File: src/rtl/mon_sopc_ram_arbiter_pkg.sv
// -----------------------------------------------------------------------------
// mon_sopc_ram_arb_pkg
// Shared definitions for the mon_sopc on-chip RAM arbiter slice:
//   - clear-engine FSM state encoding
//   - requester identifiers used by the grant logic and the read-return tag
//   - default geometry of the on-chip RAM (word address, data width, depth)
// -----------------------------------------------------------------------------
package mon_sopc_ram_arb_pkg;

   // Default RAM geometry: 5000 words of 32 bits behind a 13-bit word address.
   localparam int unsigned DEFAULT_ADDR_W = 13;
   localparam int unsigned DEFAULT_DATA_W = 32;
   localparam int unsigned DEFAULT_DEPTH  = 5000;

   // Requester identifiers; also the encoding of last_grant and the read tag.
   localparam logic REQ_M0 = 1'b0;
   localparam logic REQ_M1 = 1'b1;

   // Clear engine: either passing requester traffic or zero-filling the RAM.
   typedef enum logic {
      ST_IDLE,
      ST_CLEAR
   } clr_state_e;

endpackage : mon_sopc_ram_arb_pkg

File: src/rtl/mon_sopc_ram_arbiter_if.sv
// -----------------------------------------------------------------------------
// mon_sopc_ram_arbiter_if
// One Avalon-MM requester port into the RAM arbiter.
//   address       word address                  (requester -> arbiter)
//   byteenable    byte-lane enables             (requester -> arbiter)
//   read / write  request qualifiers            (requester -> arbiter)
//   writedata     write data                    (requester -> arbiter)
//   waitrequest   high = not accepted this clk  (arbiter -> requester)
//   readdata      read data                     (arbiter -> requester)
//   readdatavalid one-cycle read-data strobe    (arbiter -> requester)
// Modports: master = requester side, slave = arbiter side.
// -----------------------------------------------------------------------------
interface mon_sopc_ram_arbiter_if
   import mon_sopc_ram_arb_pkg::*;
#(
   parameter int unsigned ADDR_W = DEFAULT_ADDR_W,
   parameter int unsigned DATA_W = DEFAULT_DATA_W
);

   logic [ADDR_W-1:0]   address;
   logic [DATA_W/8-1:0] byteenable;
   logic                read;
   logic                write;
   logic [DATA_W-1:0]   writedata;
   logic                waitrequest;
   logic [DATA_W-1:0]   readdata;
   logic                readdatavalid;

   modport master (
      output address, byteenable, read, write, writedata,
      input  waitrequest, readdata, readdatavalid
   );

   modport slave (
      input  address, byteenable, read, write, writedata,
      output waitrequest, readdata, readdatavalid
   );

endinterface : mon_sopc_ram_arbiter_if

File: src/rtl/mon_sopc_ram_arbiter_rr_arb2.sv
// -----------------------------------------------------------------------------
// mon_sopc_rr_arb2
// Two-way round-robin grant logic. The grant is combinational in the request
// cycle; last_grant remembers the most recent winner so the other requester
// wins the next tie.
//   clk, rst_n  clock / asynchronous active-low reset
//   en          arbitration enable (no grant is issued while low)
//   req[1:0]    request vector, bit K = requester K
//   gnt[1:0]    one-hot grant (or zero)
// -----------------------------------------------------------------------------
module mon_sopc_rr_arb2
   import mon_sopc_ram_arb_pkg::*;
(
   input  logic       clk,
   input  logic       rst_n,
   input  logic       en,
   input  logic [1:0] req,
   output logic [1:0] gnt
);

   logic last_grant;

   always_comb begin
      gnt = '0;
      if (en) begin
         unique case (req)
            2'b01:   gnt = 2'b01;
            2'b10:   gnt = 2'b10;
            2'b11:   gnt = (last_grant == REQ_M1) ? 2'b01 : 2'b10;
            default: gnt = '0;
         endcase
      end
   end

   // Resets to m1 so that m0 wins the first tie after reset.
   always_ff @(posedge clk or negedge rst_n) begin
      if (!rst_n) begin
         last_grant <= REQ_M1;
      end else if (gnt[0]) begin
         last_grant <= REQ_M0;
      end else if (gnt[1]) begin
         last_grant <= REQ_M1;
      end
   end

endmodule : mon_sopc_rr_arb2

File: src/rtl/mon_sopc_ram_arbiter.sv
// -----------------------------------------------------------------------------
// mon_sopc_ram_arbiter
// Shares the single-port mon_sopc on-chip RAM between two Avalon-MM requesters
// with round-robin arbitration and a fixed one-clock read return, and adds a
// clear engine that zero-fills every word while locking both requesters out.
//   clk, reset_n        clock / asynchronous active-low reset
//   m0, m1              requester ports (slave modport of the requester bus)
//   ram_address..ram_clken  RAM-side drive; ram_clken is tied high
//   ram_readdata        RAM read data, valid one clock after the address
//   clr_start           one-cycle pulse requesting a full clear
//   clr_busy            high for exactly DEPTH cycles while clearing
//   clr_done            one-cycle pulse after the final clear write
// -----------------------------------------------------------------------------
module mon_sopc_ram_arbiter
   import mon_sopc_ram_arb_pkg::*;
#(
   parameter int unsigned ADDR_W = DEFAULT_ADDR_W,
   parameter int unsigned DATA_W = DEFAULT_DATA_W,
   parameter int unsigned DEPTH  = DEFAULT_DEPTH
)(
   input  logic                clk,
   input  logic                reset_n,

   mon_sopc_ram_arbiter_if.slave m0,
   mon_sopc_ram_arbiter_if.slave m1,

   output logic [ADDR_W-1:0]   ram_address,
   output logic [DATA_W/8-1:0] ram_byteenable,
   output logic                ram_chipselect,
   output logic                ram_write,
   output logic [DATA_W-1:0]   ram_writedata,
   output logic                ram_clken,
   input  logic [DATA_W-1:0]   ram_readdata,

   input  logic                clr_start,
   output logic                clr_busy,
   output logic                clr_done
);

   localparam logic [ADDR_W-1:0] CNT_LAST = ADDR_W'(DEPTH - 1);

   clr_state_e        state;
   clr_state_e        state_next;
   logic [ADDR_W-1:0] clr_cnt;
   logic              clr_last;

   logic [1:0]        req;
   logic [1:0]        gnt;
   logic              arb_en;

   logic              rd_valid;
   logic              rd_id;

   // Write wins over read when a requester illegally asserts both.
   assign req[0] = m0.read | m0.write;
   assign req[1] = m1.read | m1.write;

   // clr_start takes priority over any same-cycle request.
   assign arb_en = reset_n && (state == ST_IDLE) && !clr_start;

   mon_sopc_rr_arb2 u_rr_arb2 (
      .clk   (clk),
      .rst_n (reset_n),
      .en    (arb_en),
      .req   (req),
      .gnt   (gnt)
   );

   assign clr_last = (state == ST_CLEAR) && (clr_cnt == CNT_LAST);

   // State register, clear address counter and clr_done pulse.
   always_ff @(posedge clk or negedge reset_n) begin
      if (!reset_n) begin
         state    <= ST_IDLE;
         clr_cnt  <= '0;
         clr_done <= 1'b0;
      end else begin
         state    <= state_next;
         clr_done <= clr_last;
         if (state == ST_CLEAR && !clr_last) begin
            clr_cnt <= clr_cnt + 1'b1;
         end else begin
            clr_cnt <= '0;
         end
      end
   end

   // Next-state logic; clr_start is ignored once clearing.
   always_comb begin
      state_next = state;
      unique case (state)
         ST_IDLE:  if (clr_start) state_next = ST_CLEAR;
         ST_CLEAR: if (clr_last)  state_next = ST_IDLE;
         default:  state_next = ST_IDLE;
      endcase
   end

   // Outputs: RAM drive mux, waitrequests and status.
   always_comb begin
      ram_address    = '0;
      ram_byteenable = '0;
      ram_chipselect = 1'b0;
      ram_write      = 1'b0;
      ram_writedata  = '0;
      ram_clken      = 1'b1;
      clr_busy       = (state == ST_CLEAR);
      m0.waitrequest = 1'b0;
      m1.waitrequest = 1'b0;

      if (state == ST_CLEAR) begin
         ram_address    = clr_cnt;
         ram_byteenable = '1;
         ram_chipselect = 1'b1;
         ram_write      = 1'b1;
         ram_writedata  = '0;
      end else if (gnt[0]) begin
         ram_address    = m0.address;
         ram_byteenable = m0.byteenable;
         ram_chipselect = 1'b1;
         ram_write      = m0.write;
         ram_writedata  = m0.writedata;
      end else if (gnt[1]) begin
         ram_address    = m1.address;
         ram_byteenable = m1.byteenable;
         ram_chipselect = 1'b1;
         ram_write      = m1.write;
         ram_writedata  = m1.writedata;
      end

      if (!reset_n || state == ST_CLEAR || clr_start) begin
         m0.waitrequest = 1'b1;
         m1.waitrequest = 1'b1;
      end else if (gnt != 2'b00) begin
         m0.waitrequest = !gnt[0];
         m1.waitrequest = !gnt[1];
      end

      m0.readdata      = ram_readdata;
      m1.readdata      = ram_readdata;
      m0.readdatavalid = rd_valid && (rd_id == REQ_M0);
      m1.readdatavalid = rd_valid && (rd_id == REQ_M1);
   end

   // Read-return tag: the RAM answers one clock after the address, so the
   // tag only needs to live for a single cycle and steers the strobe.
   always_ff @(posedge clk or negedge reset_n) begin
      if (!reset_n) begin
         rd_valid <= 1'b0;
         rd_id    <= REQ_M0;
      end else begin
         rd_valid <= (gnt[0] && m0.read && !m0.write) ||
                     (gnt[1] && m1.read && !m1.write);
         rd_id    <= gnt[1] ? REQ_M1 : REQ_M0;
      end
   end

endmodule : mon_sopc_ram_arbiter

File: src/flat_wrapper.sv
// flat-port wrapper written by rule: the top's interface ports become plain ports
module mon_sopc_ram_arbiter_flat import mon_sopc_ram_arb_pkg::*;
#(
   parameter int unsigned ADDR_W = DEFAULT_ADDR_W,
   parameter int unsigned DATA_W = DEFAULT_DATA_W,
   parameter int unsigned DEPTH  = DEFAULT_DEPTH
)
  (clk, reset_n, ram_address, ram_byteenable, ram_chipselect, ram_write, ram_writedata, ram_clken, ram_readdata, clr_start, clr_busy, clr_done, m0_address, m0_byteenable, m0_read, m0_write, m0_writedata, m0_waitrequest, m0_readdata, m0_readdatavalid, m1_address, m1_byteenable, m1_read, m1_write, m1_writedata, m1_waitrequest, m1_readdata, m1_readdatavalid);
  mon_sopc_ram_arbiter_if #(.ADDR_W(ADDR_W), .DATA_W(DATA_W)) m0_i ();
  mon_sopc_ram_arbiter_if #(.ADDR_W(ADDR_W), .DATA_W(DATA_W)) m1_i ();
  input  logic clk;
  input  logic reset_n;
  output logic [ADDR_W-1:0] ram_address;
  output logic [DATA_W/8-1:0] ram_byteenable;
  output logic ram_chipselect;
  output logic ram_write;
  output logic [DATA_W-1:0] ram_writedata;
  output logic ram_clken;
  input  logic [DATA_W-1:0] ram_readdata;
  input  logic clr_start;
  output logic clr_busy;
  output logic clr_done;
  input wire logic [$bits(m0_i.address)-1:0] m0_address;
  input wire logic [$bits(m0_i.byteenable)-1:0] m0_byteenable;
  input wire logic [$bits(m0_i.read)-1:0] m0_read;
  input wire logic [$bits(m0_i.write)-1:0] m0_write;
  input wire logic [$bits(m0_i.writedata)-1:0] m0_writedata;
  output wire logic [$bits(m0_i.waitrequest)-1:0] m0_waitrequest;
  output wire logic [$bits(m0_i.readdata)-1:0] m0_readdata;
  output wire logic [$bits(m0_i.readdatavalid)-1:0] m0_readdatavalid;
  input wire logic [$bits(m1_i.address)-1:0] m1_address;
  input wire logic [$bits(m1_i.byteenable)-1:0] m1_byteenable;
  input wire logic [$bits(m1_i.read)-1:0] m1_read;
  input wire logic [$bits(m1_i.write)-1:0] m1_write;
  input wire logic [$bits(m1_i.writedata)-1:0] m1_writedata;
  output wire logic [$bits(m1_i.waitrequest)-1:0] m1_waitrequest;
  output wire logic [$bits(m1_i.readdata)-1:0] m1_readdata;
  output wire logic [$bits(m1_i.readdatavalid)-1:0] m1_readdatavalid;
  assign m0_i.address = m0_address;
  assign m0_i.byteenable = m0_byteenable;
  assign m0_i.read = m0_read;
  assign m0_i.write = m0_write;
  assign m0_i.writedata = m0_writedata;
  assign m0_waitrequest = m0_i.waitrequest;
  assign m0_readdata = m0_i.readdata;
  assign m0_readdatavalid = m0_i.readdatavalid;
  assign m1_i.address = m1_address;
  assign m1_i.byteenable = m1_byteenable;
  assign m1_i.read = m1_read;
  assign m1_i.write = m1_write;
  assign m1_i.writedata = m1_writedata;
  assign m1_waitrequest = m1_i.waitrequest;
  assign m1_readdata = m1_i.readdata;
  assign m1_readdatavalid = m1_i.readdatavalid;
  mon_sopc_ram_arbiter #(.ADDR_W(ADDR_W), .DATA_W(DATA_W), .DEPTH(DEPTH)) u_core (.clk(clk), .reset_n(reset_n), .m0(m0_i), .m1(m1_i), .ram_address(ram_address), .ram_byteenable(ram_byteenable), .ram_chipselect(ram_chipselect), .ram_write(ram_write), .ram_writedata(ram_writedata), .ram_clken(ram_clken), .ram_readdata(ram_readdata), .clr_start(clr_start), .clr_busy(clr_busy), .clr_done(clr_done));
endmodule
File: config.mk
export PLATFORM = sky130hd
export DESIGN_NAME = mon_sopc_ram_arbiter_flat
export DESIGN_NICKNAME = d
export VERILOG_FILES = /design/src/rtl/mon_sopc_ram_arbiter_pkg.sv /design/src/rtl/mon_sopc_ram_arbiter_if.sv /design/src/rtl/mon_sopc_ram_arbiter_rr_arb2.sv /design/src/rtl/mon_sopc_ram_arbiter.sv /design/src/flat_wrapper.sv
export SDC_FILE = /design/constraint.sdc
export NUM_CORES = 1
export LEC_CHECK = 0
export CORE_AREA = 10 10 91 93
export DETAILED_ROUTE_END_ITERATION = 7
export DIE_AREA = 0 0 101 103
export DONT_BUFFER_PORTS = 1
export GPL_ROUTABILITY_DRIVEN = 0
export HOLD_SLACK_MARGIN = 0.05
export PLACE_DENSITY = 0.51
export SYNTH_ARGS = -nofsm -noshare
export SYNTH_HDL_FRONTEND = slang
export SYNTH_SLANG_ARGS = --single-unit
File: constraint.sdc
create_clock -name clk -period 2.4 [get_ports clk]
set_clock_uncertainty 0.2 [all_clocks]
set_input_delay 0.48 -clock clk [delete_from_list [all_inputs] [get_ports clk]]
set_output_delay 0.48 -clock clk [all_outputs]
set_load 0.1 [all_outputs]
==> qor.csv <==
metric,value,unit
grt_pass1_vias,1645,
grt_use_met3,0.0576,
vias,1663,
route.detailed.drc,0,
cap_viol_max_count,0,
slew_headroom,0.462,
crit_required,1.72,ns
synth-edff-count,0,
root_buffer,clkbuf_8,
final_hold_viol_count,0,
diodes,0,
drive_gt1_frac,0.641,
timing.fmax,385,MHz
holdCritPathClass,input pin to flip-flop,
area_delta_synth_final,51.7,%
synth-seq-area-share,0.229,
core,6570,um^2
antenna_left,0,
ys_warn_count,0,
path_depth,11,
cts_tree,built,
failed_checks,setup timing,
die-area,10400,um^2
grt_overflow,0,
ff2ff_path_depth,4,
drtIter0Drc,45,
routedWlPerCell,27.6,um
crit_path_start_kind,flip-flop,
hold_depth,2,
ioPinCount,259,
nets,356,
clk_latency,0.25,ns
cp-end-kind,primary output,
critical_path.slowest_cell,dfstp_2,
finalNonFillerCells,297,
cpPeakStageDelay,0.37,ns
timing.final.crit_share,1.08,
final_util,0.455,
grtUsageTotal,0.133,
ys_top_cells_by_count,"buf_4, a22o_1, nor2_1, a221o_1, dfrtp_1",
placed_cells,269,
fin_area,2990,um^2
drt_pass1_iterations,4,
crit_buf_inv,8,
worstPathCellList,o21ai_1 -> o21ai_2 -> buf_4 -> buf_4 -> buf_4 -> buf_4 -> buf_4 -> buf_4 -> buf_4 -> nand2_2 -> buf_12,
routed_via_density,5.60,
multi_input_area,1510,um^2
grt_max_degree,31,
synth_seq_cells,18,
grt_antenna_before_repair,0,
io_buffers,0,
arrival,1.92,ns
status,"complete, but fails checks",
leakage,1.33,nW
finalSetupViolations,53,
cts.sinks,18,
fp.dieH,103,um
yosys.area.top_type,buf_4,
r2r_setup_slack,0.27,ns
fin_ws,-0.199,ns
cts_buffers,3,
top_usage_layer,met2,
path_max_fanout,2,
rows,30,
synth_ff_type,dfrtp_1,
wirelength,8180,um
cp_top_family,buffers and inverters,
synth_top_area_share,0.248,
htreeDepth,1,
rsz0062_at_grt,true,
slew_viol_final,0,
placed_area,2560,um^2
yosys-top-cells-area,"buf_4, dfrtp_1, a22o_1",
grt_pass1_wl,10600,um
use_met1,0.123,
fillers,582,
clkTransAtPathRegs,0.07,ns
ys_types,33,
start_util,0.300,
post-place-ws,-0.0930,ns
synth_fp_nets,369,
synthesis.area,1970,um^2
clockBufferDepth,2,
powerDensity,535,nW/um^2
syn_inst,231,
criticalPathCategory,flip-flop to primary output,
vdd_drop_max,0.498,mV
max_slew.worst_pin.slew,0.805,ns
avgSynthCellArea,8.52,um^2
regArea,455,um^2
synthArstFlopShare,1.00,
yosysMostFrequentCell,buf_4,
place_hpwl,6370,um
post-route-min-period,2.60,ns
cpMostUsedCell,buf_4,
die_x,101,um
use_met2,0.256,
[state kept, by name, summed over array words and instances (netlist names)]
register	flops
u_core.clr_cnt	13
u_core.clr_busy	1
u_core.clr_done	1
u_core.rd_id	1
u_core.rd_valid	1
u_core.u_rr_arb2.last_grant	1
[routing by layer]
layer,up-vias,share of wire
met5,-,0
met4,0,0.012
met3,19,0.11
met2,111,0.56
met1,796,0.31
li1,737,-
[report_power, final]
part / switching, W / internal [W] / total (W)
combinational: 0.000582 / 0.000333 / 0.000915
clock: 0.000104 / 0.000146 / 0.000250
sequential: 0.0000701 / 0.000363 / 0.000433
total: 0.000756 / 0.000842 / 0.00160
[logic make-up (layout without fill, tap and decap cells)]
kind of cell             Yosys count  count (layout)  synth area share
XOR/XNOR                          11              11            0.0489
buffers and inverters             81              67             0.288
AND/OR/NAND/NOR                   61              61             0.165
other                              1               1           0.00191
adder cells (fa/ha/maj)            1               1           0.00636
flip-flops                        18              18             0.230
AO/OA/AOI/OAI                     58              58             0.260
[placed cells by master, fill, tap and decap left out, drive strengths merged, types with 2 or more instances in the layout]
master | Yosys | final
nand4 | 2 | 2
clkbuf | 4 | 6
nand3 | 4 | 4
xnor2 | 7 | 7
xor2 | 4 | 4
a22o | 32 | 32
inv | 2 | 2
nor2b | 2 | 2
nor3 | 3 | 3
a221o | 18 | 18
nor2 | 19 | 19
o21ai | 4 | 4
nand2b | 2 | 2
nand2 | 6 | 6
buf | 75 | 58
dfrtp | 17 | 17
and2 | 16 | 16
nor4 | 2 | 2
or3 | 2 | 2
[final timing paths]
path,from,to
hold / removal,clr_start,u_core.clr_busy
min in group asynchronous,reset_n,u_core.clr_cnt[8]
hold reg to reg,u_core.clr_cnt[0],u_core.clr_cnt[0]
max in group asynchronous,reset_n,u_core.clr_busy
setup reg to reg,u_core.clr_cnt[10],u_core.clr_cnt[8]
setup / recovery,u_core.u_rr_arb2.last_grant,m0_waitrequest
[through the flow]
| step | power [W] | TNS, ns | hold slack, ns |
|---|---|---|---|
| 2_1_floorplan | 0.00161 | -4.46 | -0.0156 |
| 5_1_grt | 0.00167 | -13.94 | 0.182 |
| 6_report | 0.00160 | -8.48 | 0.169 |
| 4_1_cts | 0.00161 | -11.25 | 0.168 |
| 3_3_place_gp | 0.00133 | -0.339 | -0.0145 |
| 3_5_place_dp | 0.00133 | -0.717 | -0.0145 |
[cell type report]
class,count,share of cell area
well taps,80,0.0335
flip-flops and latches,18,0.152
clock buffers,4,0.0184
multi-input cells,132,0.504
inverters,2,0.00251
repair buffers,61,0.289
[repair_timing]
item / 4_1_cts / 5_1_grt
gates resized for setup: 19 / 21
hold endpoints to repair: 18 / 0
endpoints found under the setup margin: 52 / 53
buffers inserted: 13 / 6
hold buffers: 1 / 0
pin swaps: 20 / 20
gates cloned: 2 / 3
[worst register-to-register path, stage by stage (launching register included)]
cell and delay [ns]:
dfrtp_1 0.46, or4b_1 0.51, nor4_1 0.43, nand2b_2 0.34, nor2_1 0.08
No activity file was read; power rests on OpenSTA's default activity.
